`src/rtl/ram_sp_arb_if.sv`:
```
// Client and RAM-side signals of the single-port RAM arbiter.
// The slave modport is the arbiter's view; the master modport is the surrounding logic's view.
interface ram_sp_arb_if #(
    parameter int D_WIDTH = 32,
    parameter int D_DEPTH = 64,
    parameter bit BYTE_EN = 1'b0
);
    localparam int AW   = $clog2(D_DEPTH);
    localparam int BE_W = BYTE_EN ? D_WIDTH / 8 : 1;

    logic                wr_valid_i;
    logic                wr_ready_o;
    logic [AW-1:0]       wr_addr_i;
    logic [D_WIDTH-1:0]  wr_data_i;
    logic [BE_W-1:0]     wr_byteen_i;
    logic                rd_req_valid_i;
    logic                rd_req_ready_o;
    logic [AW-1:0]       rd_addr_i;
    logic                rd_valid_o;
    logic                rd_ready_i;
    logic [D_WIDTH-1:0]  rd_data_o;
    logic                ram_wr_en_o;
    logic [D_WIDTH-1:0]  ram_wr_data_o;
    logic [BE_W-1:0]     ram_wr_byteen_o;
    logic [AW-1:0]       ram_rw_addr_o;
    logic                ram_rd_en_o;
    logic [D_WIDTH-1:0]  ram_rd_data_i;

    modport slave (
        input  wr_valid_i, wr_addr_i, wr_data_i, wr_byteen_i,
        input  rd_req_valid_i, rd_addr_i, rd_ready_i, ram_rd_data_i,
        output wr_ready_o, rd_req_ready_o, rd_valid_o, rd_data_o,
        output ram_wr_en_o, ram_wr_data_o, ram_wr_byteen_o, ram_rw_addr_o, ram_rd_en_o
    );

    modport master (
        output wr_valid_i, wr_addr_i, wr_data_i, wr_byteen_i,
        output rd_req_valid_i, rd_addr_i, rd_ready_i, ram_rd_data_i,
        input  wr_ready_o, rd_req_ready_o, rd_valid_o, rd_data_o,
        input  ram_wr_en_o, ram_wr_data_o, ram_wr_byteen_o, ram_rw_addr_o, ram_rd_en_o
    );
endinterface

```
`src/rtl/ram_sp_arb.sv`:
```
// Arbitrates write and read requests onto one single-port RAM (1-cycle registered read)
// and returns read data through a 3-entry buffer guarded by a read credit counter.
module ram_sp_arb #(
    parameter int D_WIDTH = 32,
    parameter int D_DEPTH = 64,
    parameter bit BYTE_EN = 1'b0
) (
    input  logic        clk_i,
    input  logic        rst_i,
    ram_sp_arb_if.slave bus
);
    localparam int AW = $clog2(D_DEPTH);

    logic [1:0]         cnt_q, cnt_d;
    logic [1:0]         occ_q, occ_d;
    logic [1:0]         wr_ptr_q, wr_ptr_d;
    logic [1:0]         rd_ptr_q, rd_ptr_d;
    logic               pend_q, pend_d;
    logic               last_wr_q, last_wr_d;
    logic [AW-1:0]      addr_q, addr_d;
    logic [D_WIDTH-1:0] buf_q [3];
    logic [D_WIDTH-1:0] buf_d [3];

    logic wr_elig, rd_elig, gnt_wr, gnt_rd, pop;

    function automatic logic [1:0] ptr_inc(input logic [1:0] p);
        return (p == 2'd2) ? 2'd0 : p + 2'd1;
    endfunction

    // Grants are gated by reset so nothing reaches the RAM while rst_i is high.
    always_comb begin
        wr_elig = bus.wr_valid_i;
        rd_elig = bus.rd_req_valid_i && (cnt_q != 2'd3);
        gnt_wr  = !rst_i && wr_elig && (!rd_elig || !last_wr_q);
        gnt_rd  = !rst_i && rd_elig && !gnt_wr;
        pop     = (occ_q != 2'd0) && bus.rd_ready_i;
    end

    always_comb begin
        cnt_d     = cnt_q + {1'b0, gnt_rd} - {1'b0, pop};
        occ_d     = occ_q + {1'b0, pend_q} - {1'b0, pop};
        pend_d    = gnt_rd;
        wr_ptr_d  = pend_q ? ptr_inc(wr_ptr_q) : wr_ptr_q;
        rd_ptr_d  = pop ? ptr_inc(rd_ptr_q) : rd_ptr_q;
        last_wr_d = last_wr_q;
        addr_d    = addr_q;
        if (gnt_wr) begin
            last_wr_d = 1'b1;
            addr_d    = bus.wr_addr_i;
        end else if (gnt_rd) begin
            last_wr_d = 1'b0;
            addr_d    = bus.rd_addr_i;
        end
        buf_d = buf_q;
        if (pend_q) buf_d[wr_ptr_q] = bus.ram_rd_data_i;
    end

    always_comb begin
        bus.wr_ready_o      = gnt_wr;
        bus.rd_req_ready_o  = gnt_rd;
        bus.ram_wr_en_o     = gnt_wr;
        bus.ram_rd_en_o     = gnt_rd;
        bus.ram_rw_addr_o   = addr_d;
        bus.ram_wr_data_o   = bus.wr_data_i;
        bus.ram_wr_byteen_o = BYTE_EN ? bus.wr_byteen_i : '1;
        bus.rd_valid_o      = (occ_q != 2'd0);
        bus.rd_data_o       = (occ_q != 2'd0) ? buf_q[rd_ptr_q] : '0;
    end

    always_ff @(posedge clk_i or posedge rst_i) begin
        if (rst_i) begin
            cnt_q     <= '0;
            occ_q     <= '0;
            wr_ptr_q  <= '0;
            rd_ptr_q  <= '0;
            pend_q    <= 1'b0;
            last_wr_q <= 1'b0;
            addr_q    <= '0;
        end else begin
            cnt_q     <= cnt_d;
            occ_q     <= occ_d;
            wr_ptr_q  <= wr_ptr_d;
            rd_ptr_q  <= rd_ptr_d;
            pend_q    <= pend_d;
            last_wr_q <= last_wr_d;
            addr_q    <= addr_d;
        end
    end

    // Buffer payload needs no reset: it is only visible while occupancy is non-zero.
    always_ff @(posedge clk_i) begin
        buf_q <= buf_d;
    end
endmodule

```
`src/flat_wrapper.sv`:
```
// flat-port wrapper written by rule: the top's interface ports become plain ports
module ram_sp_arb_flat 
#(
    parameter int D_WIDTH = 32,
    parameter int D_DEPTH = 64,
    parameter bit BYTE_EN = 1'b0
)
  (clk_i, rst_i, bus_wr_valid_i, bus_wr_addr_i, bus_wr_data_i, bus_wr_byteen_i, bus_rd_req_valid_i, bus_rd_addr_i, bus_rd_ready_i, bus_ram_rd_data_i, bus_wr_ready_o, bus_rd_req_ready_o, bus_rd_valid_o, bus_rd_data_o, bus_ram_wr_en_o, bus_ram_wr_data_o, bus_ram_wr_byteen_o, bus_ram_rw_addr_o, bus_ram_rd_en_o);
  ram_sp_arb_if #(.D_WIDTH(D_WIDTH), .D_DEPTH(D_DEPTH), .BYTE_EN(BYTE_EN)) bus_i ();
  input  logic clk_i;
  input  logic rst_i;
  input wire logic [$bits(bus_i.wr_valid_i)-1:0] bus_wr_valid_i;
  input wire logic [$bits(bus_i.wr_addr_i)-1:0] bus_wr_addr_i;
  input wire logic [$bits(bus_i.wr_data_i)-1:0] bus_wr_data_i;
  input wire logic [$bits(bus_i.wr_byteen_i)-1:0] bus_wr_byteen_i;
  input wire logic [$bits(bus_i.rd_req_valid_i)-1:0] bus_rd_req_valid_i;
  input wire logic [$bits(bus_i.rd_addr_i)-1:0] bus_rd_addr_i;
  input wire logic [$bits(bus_i.rd_ready_i)-1:0] bus_rd_ready_i;
  input wire logic [$bits(bus_i.ram_rd_data_i)-1:0] bus_ram_rd_data_i;
  output wire logic [$bits(bus_i.wr_ready_o)-1:0] bus_wr_ready_o;
  output wire logic [$bits(bus_i.rd_req_ready_o)-1:0] bus_rd_req_ready_o;
  output wire logic [$bits(bus_i.rd_valid_o)-1:0] bus_rd_valid_o;
  output wire logic [$bits(bus_i.rd_data_o)-1:0] bus_rd_data_o;
  output wire logic [$bits(bus_i.ram_wr_en_o)-1:0] bus_ram_wr_en_o;
  output wire logic [$bits(bus_i.ram_wr_data_o)-1:0] bus_ram_wr_data_o;
  output wire logic [$bits(bus_i.ram_wr_byteen_o)-1:0] bus_ram_wr_byteen_o;
  output wire logic [$bits(bus_i.ram_rw_addr_o)-1:0] bus_ram_rw_addr_o;
  output wire logic [$bits(bus_i.ram_rd_en_o)-1:0] bus_ram_rd_en_o;
  assign bus_i.wr_valid_i = bus_wr_valid_i;
  assign bus_i.wr_addr_i = bus_wr_addr_i;
  assign bus_i.wr_data_i = bus_wr_data_i;
  assign bus_i.wr_byteen_i = bus_wr_byteen_i;
  assign bus_i.rd_req_valid_i = bus_rd_req_valid_i;
  assign bus_i.rd_addr_i = bus_rd_addr_i;
  assign bus_i.rd_ready_i = bus_rd_ready_i;
  assign bus_i.ram_rd_data_i = bus_ram_rd_data_i;
  assign bus_wr_ready_o = bus_i.wr_ready_o;
  assign bus_rd_req_ready_o = bus_i.rd_req_ready_o;
  assign bus_rd_valid_o = bus_i.rd_valid_o;
  assign bus_rd_data_o = bus_i.rd_data_o;
  assign bus_ram_wr_en_o = bus_i.ram_wr_en_o;
  assign bus_ram_wr_data_o = bus_i.ram_wr_data_o;
  assign bus_ram_wr_byteen_o = bus_i.ram_wr_byteen_o;
  assign bus_ram_rw_addr_o = bus_i.ram_rw_addr_o;
  assign bus_ram_rd_en_o = bus_i.ram_rd_en_o;
  ram_sp_arb #(.D_WIDTH(D_WIDTH), .D_DEPTH(D_DEPTH), .BYTE_EN(BYTE_EN)) u_core (.clk_i(clk_i), .rst_i(rst_i), .bus(bus_i));
endmodule
```
`config.mk`:
```
export PLATFORM = sky130hd
export DESIGN_NAME = ram_sp_arb_flat
export DESIGN_NICKNAME = d
export VERILOG_FILES = /design/src/rtl/ram_sp_arb_if.sv /design/src/rtl/ram_sp_arb.sv /design/src/flat_wrapper.sv
export SDC_FILE = /design/constraint.sdc
export NUM_CORES = 1
export LEC_CHECK = 0
export BUFFER_PORTS_ARGS = -buffer_cell sky130_fd_sc_hd__buf_2
export CAP_MARGIN = 20
export CORE_MARGIN = 1.5
export CORE_UTILIZATION = 40
export CTS_BUF_LIST = sky130_fd_sc_hd__clkbuf_8
export CTS_CLUSTER_DIAMETER = 40
export CTS_CLUSTER_SIZE = 8
export DETAILED_ROUTE_END_ITERATION = 7
export HOLD_SLACK_MARGIN = 0.06
export PLACE_DENSITY = 0.78
export SYNTH_ARGS = -nofsm -noshare
export SYNTH_HDL_FRONTEND = slang
export SYNTH_SLANG_ARGS = --single-unit
```
`constraint.sdc`:
```
create_clock -name clk_i -period 2.21 [get_ports clk_i]
set_input_delay 0.3315 -clock clk_i [delete_from_list [all_inputs] [get_ports clk_i]]
set_output_delay 0.3315 -clock clk_i [all_outputs]
set_load 0.1 [all_outputs]
```
==> run summary <==
The flow ran to the end, and the final reports show no timing, DRC or antenna violations. After global routing the overflow that remains totals 0. After clock tree synthesis, the clock-pin slew on the worst setup and hold paths is 100 ps.

During synthesis, Yosys emitted a total of 0 warnings. The worst setup path is captured at an output port. The summed instance area of the synthesized netlist is 4880 um^2.

The mean post-synth cell area is 13.9 um^2. The share of the synthesized area in the top cell type came out at 59.1%. The worst relative slew slack is 66.6%.

After the flow finishes, the layout carries non-filler instances totaling 580. The count of fill cells added during filler insertion came out at 968. The final hold slack came out at 76.6 ps. After detailed routing, the average wire length per cell comes to 17.0 um.

Global routing consumed, over all layers together, 15.9% of the routing resources. The count of buffers added on input and output ports is 91. After legalization and detailed placement, the total HPWL measured 6400 um. In the synthesized netlist the async set-or-reset flop fraction comes to 14.3%. After the first detailed-routing iteration, the DRC count stood at 155. The final worst clock skew came out at 10.5 ps. The synthesis-stage register bit count is 112. The fraction of the cycle the final worst path needs is 99.3%. The placed instances occupy a cell area of 6110 um^2. The min-delay analysis places its worst path in the category in -> async.

The number of nets produced by synthesis came out at 437. Sorting the synthesized cells by area gives the leading types as edfxtp_1, dfrtp_1, mux2i_1, buf_4, a21oi_1. The time the worst path needs with I/O delays and setup came out at 2200 ps.

The number of iterations in the first detailed-routing pass is 4. The instance count after placement with tap cells included came out at 555. The net count of the finished layout is 514.

The post-synthesis sequential area ratio is 67.3%. The average via count per standard cell came out at 5.11. The worst-margin pin slew is 501 ps. The tree is rooted in a clkbuf_8. The number of buffers added by the clock tree synthesis step came out at 9. The later pin in the worst-skew pair is clocked with a latency of 370 ps. Once layout is done, the placed cells without fillers occupy 6470 um^2. Setup repair after global routing could not meet its margin everywhere. The worst setup path is launched from a flip-flop. In this run the number of H-tree levels came out at 3. The peak clock frequency supported by timing came out at 456 MHz. The post-route DRC violation count came out at 0. The largest net degree at the start of global routing is 34. The number of max-cap violations is 0. The highest net fanout along the worst path is 5. For the worst setup path, the data required time is 1880 ps. The data arrival time of the critical path is 1860 ps. The antenna diode instance count is 0.

The total area inside the core boundary comes to 12000 um^2. The number of cells on the worst reg-to-reg path came out at 8. Measured along the x axis, the die boundary spans 113 um. By count the netlist is led by edfxtp_1, buf_4, mux2i_1, nand2_1, a21oi_1.

The die height came out at 113 um. The critical register-to-register path endpoint is u_core.cnt_q[1]. The relative area change from synthesis to final layout is 32.6%. The remaining antenna violation count is 0.

The total negative slack is 0 ps. The number of global-route vias before repair came out at 3053. The number of flops mapped to enable cells by yosys came out at 96. The multi-input gate area in the final layout is 1450 um^2. By instance count, the leading cell after synthesis is edfxtp_1.

The number of placement rows came out at 40. The total via count after detailed routing is 2963. The number of placed I/O pins is 158. The routability congestion estimate from global placement is 0.711. Yosys mapped the design onto 37 distinct sky130hd cell types. The first global-routing pass estimated 15400 um of wire. The synthesized design spends more area on one cell type than any other, namely edfxtp_1. The count of endpoints failing setup in the final report is 0. The clock sink count is 112. The number of failing hold endpoints at the final stage was 0. The worst register-to-register path begins at u_core.cnt_q[1]. The total count of max-transition violations in the final report is 0.

The initial antenna violation count came out at 0. The clock tree buffer depth came out at 2. The aggregate routed wire length came out at 9840 um.

The starting density of the core came out at 40.8%. The total area of sequential cells is 3290 um^2. The register-to-register setup slack came out at 410 ps. For this run, the leading register cell type out of synthesis is edfxtp_1. The post-synthesis cell count is 351. TritonCTS built the clock tree. The critical path is of the reg -> out type. Of the cells placed in the final design, the portion with a size suffix greater than 1 is 43.4%. The total die area is 12900 um^2.
## worst max-delay path by stage
stage                                  start              endpoint  slack [ps]
after CTS                 u_core.rd_ptr_q[1]      bus_rd_data_o[9]          -9
after global routing         u_core.cnt_q[1]  bus_ram_rw_addr_o[2]         -50
after floorplan              u_core.cnt_q[0]    bus_rd_req_ready_o        -290
after global placement                 rst_i  bus_ram_rw_addr_o[5]         170
final                        u_core.cnt_q[1]  bus_ram_rw_addr_o[2]          10
after detailed placement               rst_i  bus_ram_rw_addr_o[2]         120
## per-stage QoR
stage / setup WS (ps) / util [%]
after global routing: -54.7 / 54.1
final: 15.0 / 54.1
after floorplan: -291 / -
after CTS: -9.12 / 53.3
after detailed placement: 119 / 51.1
after global placement: 169 / 51.1
## layer usage
metal | vias to the layer above | part of all wire [%] | GRT usage (%)
met3 | 36 | 6.6 | 4.46
met4 | 0 | 3.5 | 7.75
met1 | 1441 | 41 | 19.7
met5 | - | 0 | 0
li1 | 1373 | - | -
met2 | 113 | 49 | 25.8
## layout by cell type (no fill, tap or decap), drive strengths merged, types with 5 or more instances in the layout
cell type  instances
dfrtp             16
o21ai              8
a21oi             31
inv               10
nand2             32
mux2i             32
edfxtp            96
buf              115
nand3              5
a21o               5
or2               31
clkbuf             9
## critical path, stage by stage (launching register included)
cell	delay, ps
dfrtp_1	440
a21boi_4	220
a21o_4	180
inv_4	50
a221o_2	420
buf_12	180
## flip-flops by register name, indices dropped and copies added, names as in the netlist
name,cells
u_core.addr_q,6
u_core.pend_q,1
u_core.wr_ptr_q,2
u_core.rd_ptr_q,2
u_core.buf_q,96
u_core.occ_q,2
u_core.cnt_q,2
u_core.last_wr_q,1
## cells by family (layout without fill, tap and decap cells)
family | Yosys count | count (layout) | share of synthesized area [%]
buffers and inverters | 60 | 142 | 8.51
XOR/XNOR | 4 | 4 | 0.718
adder cells (fa/ha/maj) | 4 | 4 | 1.03
multiplexers | 32 | 32 | 6.56
AND/OR/NAND/NOR | 79 | 79 | 8.13
flip-flops | 112 | 112 | 67.3
other | 1 | 1 | 0.0768
AO/OA/AOI/OAI | 59 | 59 | 7.69
## area by class of cell
class                      instances  share of cell area, %
multi-input combinational        179                   22.5
tap                              147                   2.84
sequential                       112                   50.8
inverter                           9                  0.561
timing repair buffer             117                   20.3
clock buffer                       9                   1.91
clock inverter                     7                   1.10
## timing repair
item | in CTS | in global routing
endpoints found under the hold margin | 2 | 0
cloned | 0 | 1
hold buffers | 2 | 0
endpoints found under the setup margin | 33 | 34
buffers inserted | 1 | 5
pin swaps | 2 | 13
gates resized for setup | 11 | 11
Power is left out: the tool's default activity adds up to more than one toggle a clock period on the data nets, which glitch-free logic cannot reach.
